$ cat config.mk
export PLATFORM = sky130hd
export DESIGN_NAME = dvp_frame_gen
export DESIGN_NICKNAME = d
export VERILOG_FILES = /design/src/rtl/dvp_frame_gen.sv
export SDC_FILE = /design/constraint.sdc
export NUM_CORES = 1
export LEC_CHECK = 0
export CAP_MARGIN = 20
export CORE_MARGIN = 1.5
export CORE_UTILIZATION = 50
export DETAILED_ROUTE_END_ITERATION = 8
export GPL_ROUTABILITY_DRIVEN = 0
export PLACE_DENSITY_LB_ADDON = 0.08
export SLEW_MARGIN = 30
export SYNTH_ARGS = -nofsm -noshare
export SYNTH_HDL_FRONTEND = slang
export SYNTH_SLANG_ARGS = --single-unit
$ cat constraint.sdc
create_clock -name clk -period 2.5 [get_ports clk]
set_clock_uncertainty 0.05 [all_clocks]
set_input_delay 0.25 -clock clk [delete_from_list [all_inputs] [get_ports clk]]
set_output_delay 0.25 -clock clk [all_outputs]
set_load 0.01 [all_outputs]
$ cat src/rtl/dvp_frame_gen.sv
// DVP (OV-style) parallel camera transmitter: p_clock, vsync, href and p_data from the system clock.
// Defining DVP_GEN_EXT_SRC_EN turns pattern_sel=1 into an external byte stream (s_data/s_valid).
module dvp_frame_gen #(
   parameter int unsigned CLK_DIV   = 2,
   parameter int unsigned H_ACTIVE  = 1280,
   parameter int unsigned H_BLANK   = 288,
   parameter int unsigned V_ACTIVE  = 480,
   parameter int unsigned VSYNC_LEN = 3136,
   parameter int unsigned V_BACK    = 1568,
   parameter int unsigned V_FRONT   = 1568
) (
   input  logic       clk,
   input  logic       rst,
   input  logic       start,
   input  logic       cont,
   input  logic       pattern_sel,
   input  logic [7:0] s_data,
   input  logic       s_valid,
   output logic       s_ready,
   output logic       p_clock,
   output logic       vsync,
   output logic       href,
   output logic [7:0] p_data,
   output logic       busy,
   output logic       frame_done,
   output logic       underrun
);

   localparam int unsigned DW   = (CLK_DIV > 1) ? $clog2(CLK_DIV) : 1;
   localparam int unsigned CW   = ($clog2(H_ACTIVE) > 8) ? $clog2(H_ACTIVE) : 8;
   localparam int unsigned LW   = ($clog2(V_ACTIVE) > 8) ? $clog2(V_ACTIVE) : 8;
   localparam int unsigned T1   = (VSYNC_LEN > V_BACK) ? VSYNC_LEN : V_BACK;
   localparam int unsigned T2   = (H_BLANK > V_FRONT) ? H_BLANK : V_FRONT;
   localparam int unsigned TMAX = (T1 > T2) ? T1 : T2;
   localparam int unsigned TW   = (TMAX > 1) ? $clog2(TMAX) : 1;

   typedef enum logic [2:0] {StIdle, StVsync, StVback, StLine, StHblank, StVfront} state_e;

   state_e        state_q;
   logic [DW-1:0] div_cnt_q, div_nxt;
   logic [TW-1:0] tcnt_q;
   logic [CW-1:0] col_q, col_next;
   logic [LW-1:0] line_q, line_next;
   logic          start_pend_q, mode_q;
   logic          wrap, fall_tick, pclk_nxt, last_line, t_last, byte_next;
   logic [7:0]    pix_byte;

   // byte_next: the coming fall_tick presents a LINE byte; col_next/line_next address it.
   always_comb begin
      wrap      = (div_cnt_q == DW'(CLK_DIV - 1));
      fall_tick = wrap & p_clock;
      div_nxt   = wrap ? '0 : div_cnt_q + 1'b1;
      pclk_nxt  = p_clock ^ wrap;
      last_line = (line_q == LW'(V_ACTIVE - 1));
      t_last    = 1'b0;
      col_next  = '0;
      line_next = line_q;
      byte_next = 1'b0;
      case (state_q)
         StVsync:  t_last = (tcnt_q == TW'(VSYNC_LEN - 1));
         StVback: begin
            t_last    = (tcnt_q == TW'(V_BACK - 1));
            byte_next = t_last;
         end
         StLine: begin
            col_next  = col_q + 1'b1;
            byte_next = (col_q != CW'(H_ACTIVE - 1));
         end
         StHblank: begin
            t_last    = (tcnt_q == TW'(H_BLANK - 1));
            line_next = line_q + 1'b1;
            byte_next = t_last & ~last_line;
         end
         StVfront: t_last = (tcnt_q == TW'(V_FRONT - 1));
         default: ;
      endcase
   end

   always_ff @(posedge clk or posedge rst) begin
      if (rst) begin
         div_cnt_q    <= '0;
         p_clock      <= 1'b0;
         state_q      <= StIdle;
         tcnt_q       <= '0;
         col_q        <= '0;
         line_q       <= '0;
         start_pend_q <= 1'b0;
         mode_q       <= 1'b0;
         vsync        <= 1'b0;
         href         <= 1'b0;
         p_data       <= 8'h00;
         busy         <= 1'b0;
         frame_done   <= 1'b0;
      end else begin
         div_cnt_q  <= div_nxt;
         p_clock    <= pclk_nxt;
         frame_done <= 1'b0;
         if (start) start_pend_q <= 1'b1;
         if (fall_tick) begin
            case (state_q)
               StIdle: if (start_pend_q) begin
                  state_q      <= StVsync;
                  start_pend_q <= start;
                  busy         <= 1'b1;
                  vsync        <= 1'b1;
                  tcnt_q       <= '0;
                  line_q       <= '0;
                  mode_q       <= pattern_sel;
               end
               StVsync: if (t_last) begin
                  state_q <= StVback;
                  vsync   <= 1'b0;
                  tcnt_q  <= '0;
               end else tcnt_q <= tcnt_q + 1'b1;
               StVback: if (t_last) begin
                  state_q <= StLine;
                  href    <= 1'b1;
                  col_q   <= '0;
                  p_data  <= pix_byte;
               end else tcnt_q <= tcnt_q + 1'b1;
               StLine: if (byte_next) begin
                  col_q  <= col_next;
                  p_data <= pix_byte;
               end else begin
                  state_q <= StHblank;
                  href    <= 1'b0;
                  p_data  <= 8'h00;
                  col_q   <= '0;
                  tcnt_q  <= '0;
               end
               StHblank: if (t_last) begin
                  tcnt_q <= '0;
                  if (last_line) state_q <= StVfront;
                  else begin
                     state_q <= StLine;
                     href    <= 1'b1;
                     line_q  <= line_next;
                     col_q   <= '0;
                     p_data  <= pix_byte;
                  end
               end else tcnt_q <= tcnt_q + 1'b1;
               StVfront: if (t_last) begin
                  tcnt_q     <= '0;
                  frame_done <= 1'b1;
                  if (cont) begin
                     state_q <= StVsync;
                     vsync   <= 1'b1;
                     line_q  <= '0;
                     mode_q  <= pattern_sel;
                  end else begin
                     state_q <= StIdle;
                     busy    <= 1'b0;
                  end
               end else tcnt_q <= tcnt_q + 1'b1;
               default: state_q <= StIdle;
            endcase
         end
      end
   end

`ifdef DVP_GEN_EXT_SRC_EN
   logic pre_fall;

   // Registering on pre_fall puts s_ready high exactly in the cycle ending at the fall edge.
   assign pre_fall = (div_nxt == DW'(CLK_DIV - 1)) & pclk_nxt;
   assign pix_byte = mode_q ? (s_valid ? s_data : 8'h00) : col_next[7:0];

   always_ff @(posedge clk or posedge rst) begin
      if (rst) begin
         s_ready  <= 1'b0;
         underrun <= 1'b0;
      end else begin
         s_ready <= pre_fall & byte_next & mode_q;
         if (fall_tick & (state_q == StIdle) & start_pend_q) underrun <= 1'b0;
         else if (fall_tick & byte_next & mode_q & ~s_valid) underrun <= 1'b1;
      end
   end
`else
   logic unused_ext;

   assign unused_ext = ^{s_data, s_valid};
   assign pix_byte   = mode_q ? (line_next[7:0] ^ col_next[7:0]) : col_next[7:0];
   assign s_ready    = 1'b0;
   assign underrun   = 1'b0;
`endif

endmodule

==> key figures <==
Status
  – Status: completed

Clocking
  – Post-CTS Hold Buffers: 0
  – Setup bufs post-CTS: 0
  – Clock Sinks: between 50 and 60
  – Total CTS buffers: 5
  – H-tree Lvls: 2
  – CTS root buf: clkbuf_8
  – Longest Clk Path Bufs: 2
  – Cts repair resizes: 1
  – CTS tree: yes
  – Clk slew on worst S/H paths: roughly 0.10 ns
  – Clock Latency Late Sink: roughly 0.30 ns

Global route
  – GRT busiest layer: met2
  – Gr usage total: 22.7%
  – Largest net degree at the start of global routing: 52
  – Met3 Use GR: 2.95%
  – Grt met2 use: approximately a third
  – Initial antenna violation count: 0
  – GR Util met1: 34.1%
  – Vias in the first global route: ~2500
  – Remaining global-route overflow: 0
  – First-pass GRT wire length: 11.9 mm

Worst setup path
  – CP Max Fanout: 10
  – Crit path launch type: flip-flop
  – CP required: roughly 2.7 ns
  – Cell family with most CP delay: compound AO/OA/AOI/OAI gates
  – R2R Path End: tcnt_q[8]
  – R2R cell count: 7
  – R2R setup slack: about 0.14 ns
  – Critical path type: flip-flop to flip-flop
  – Critical path arrival: between 2 and 3 ns
  – Crit path from: col_q[0]
  – Worst path bufs/invs: 0
  – Crit. End Element: flip-flop
  – CP peak stage delay: 0.45 ns
  – Crit path cell chain: ha_1, and4_4, a31oi_4, a211o_1, a31o_1, or2_4, o41ai_2
  – CP endpoint: tcnt_q[8]
  – Stages on the worst setup path: 7
  – Slowest cell on crit path: dfrtp_1
  – R2R Path Start: col_q[0]

Synthesis
  – Mapped Avg Cell Area: about 9 um^2
  – Cell taking the most area after synthesis: dfrtp_1
  – Warnings, synthesis: 0
  – Number of flops mapped to enable cells by yosys: 0
  – Synth Instances: between 300 and 400
  – Post-Syn Area: approximately 0.0032 mm^2
  – Top cells by count, synth: dfrtp_1 (51), nand2_1 (38), o21ai_0 (34)
  – Share of the synthesized area in the top cell type: about two fifths
  – Most common cell in the netlist: dfrtp_1
  – FF+latch count, synth: between 50 and 60
  – Async SR Flop Fraction: 100%
  – Register area share after synthesis: between 40 and 50%
  – Synth Flop Type: dfrtp_1
  – Area contributors post-synth: dfrtp_1 (40%), o21ai_0 (5.3%), nand2_1 (4.5%)
  – Synth cell types: between 60 and 70

Run
  – Max_cap viols: 0

Power and ir drop
  – Clock network fraction of total power: 44.1%
  – Lkg Pwr: between 1.5 and 2 nW
  – P_sw: 0.000296 W
  – Comb power frac: between 1.5 and 2%
  – P per Cell Area: 421 mW/mm^2
  – Peak VDD IR: about 0.34 mV
  – Switching part of the total: around a fifth
  – P_int: 0.00124 W
  – Flop pwr share: 54.0%

Floorplan
  – Die X: between 80 and 90 um
  – Core Region: 0.00603 mm^2
  – I/O pin count: 29
  – # rows: 28
  – Die H: approximately 83 um
  – Die area: 0.00685 mm^2
  – Initial Util: 52.8%

Timing
  – Setup_tns: 0 ns
  – Fin crit share: a little over nine tenths
  – Final setup fails: 0
  – Final Hold Vio Count: 0
  – Post-layout min period: 2.36 ns
  – Max Fclk: ~420 MHz
  – RSZ-0062 raised after global routing: no
  – Fin. max-slew vios: 0

Drt
  – Vias after detailed routing: roughly 2700
  – Initial drt markers: about 160
  – Post-route ant nets: 0
  – Drt wl/cell: between 15 and 20 um
  – Final wirelength: between 7 and 8 mm
  – DRC: 0
  – 1st-pass router iterations: 4
  – Via density: 5.89

Layout
  – Share of cells above drive strength 1: between 10% and 20%
  – Final Util: 60.4%
  – FILL cells: around 540
  – Area delta synth->final: 14.4%
  – Reg area: about 0.0013 mm^2
  – Final #Nets: between 300 and 400
  – Multi-input combinational cell area: 0.00176 mm^2
  – Ant diodes: 0

Worst hold path
  – Hold Path Class: input port to asynchronous set/reset pin

Placed design
  – PortBufs: 17
  – Hpwl dp: slightly below 5 mm
-- layer usage --
layer / vias up / share of wire [%]
li1: 1326 / -
met1: 1300 / 51
met2: 41 / 45
met3: 5 / 2.3
met4: 0 / 0.90
met5: - / 0
-- area by class of cell --
type,count,area share [%]
clock inverter,2,1.65
tap,75,2.58
sequential,51,35.1
inverter,11,1.17
multi-input combinational,271,48.2
timing repair buffer,38,9.35
clock buffer,6,1.99
-- layout by cell type, fill, tap and decap left out, types with 6 or more instances in the layout --
master,n
a22o_1,9
nand4_1,7
nand2_1,38
dfrtp_1,51
o31ai_1,12
inv_1,9
xnor2_1,10
buf_4,20
and3_1,6
nand3_1,19
nor2_1,32
o21ai_0,34
clkdlybuf4s50_1,17
a21oi_1,7
xor2_1,11
-- worst min path at each step --
stage                     startpoint            to  slack, ns  depth (start not counted)
after floorplan                start  start_pend_q       0.29                          1
after global placement     div_cnt_q     div_cnt_q       0.36                          1
after detailed placement   div_cnt_q     div_cnt_q       0.37                          1
after CTS                        rst      col_q[8]       0.27                          3
after global routing             rst     tcnt_q[4]       0.30                          3
final                            rst     tcnt_q[5]       0.25                          3
-- flip-flops by register name, indices dropped and copies added (netlist names) --
name	cells
start_pend_q	1
div_cnt_q	1
frame_done	1
href	1
p_data	8
vsync	1
p_clock	1
line_q	9
state_q	3
tcnt_q	12
busy	1
mode_q	1
col_q	11
-- worst reg2reg max path, cell delays in order (launching register included) --
cell,delay (ns)
dfrtp_1,0.45
ha_1,0.28
and4_4,0.28
a31oi_4,0.13
a211o_1,0.29
a31o_1,0.20
or2_4,0.31
o41ai_2,0.27
-- cells by family after synthesis --
| group | synth area share, % |
|---|---|
| simple gates | 25.0 |
| buf+inv | 5.31 |
| mux | 1.53 |
| other cells | 0.118 |
| compound gates | 20.2 |
| xor+xnor | 5.78 |
| fa+ha+maj | 1.97 |
| flops | 40.1 |
-- power by group through the flow --
stage          clock network, W  registers, W  logic (W)
2_1_floorplan                 0      0.000842  0.0000193
3_3_place_gp                  0      0.000843  0.0000312
3_5_place_dp                  0      0.000843  0.0000315
4_1_cts                0.000692      0.000827  0.0000316
5_1_grt                0.000728      0.000828  0.0000350
6_report               0.000675      0.000827  0.0000298
-- metrics by stage --
stage	worst slack (ns)	instances	total power, W	cell area, um^2	hold slack [ns]
global route	0.00620	454	0.00159	3640	0.305
finish	0.141	454	0.00153	3640	0.247
floorplan	0.307	356	0.000861	3190	0.292
detailed placement	-0.0216	446	0.000875	3490	0.373
global placement	-0.00889	446	0.000875	3490	0.362
CTS	0.0437	454	0.00155	3630	0.271
Power figures use the tool's default switching activity.
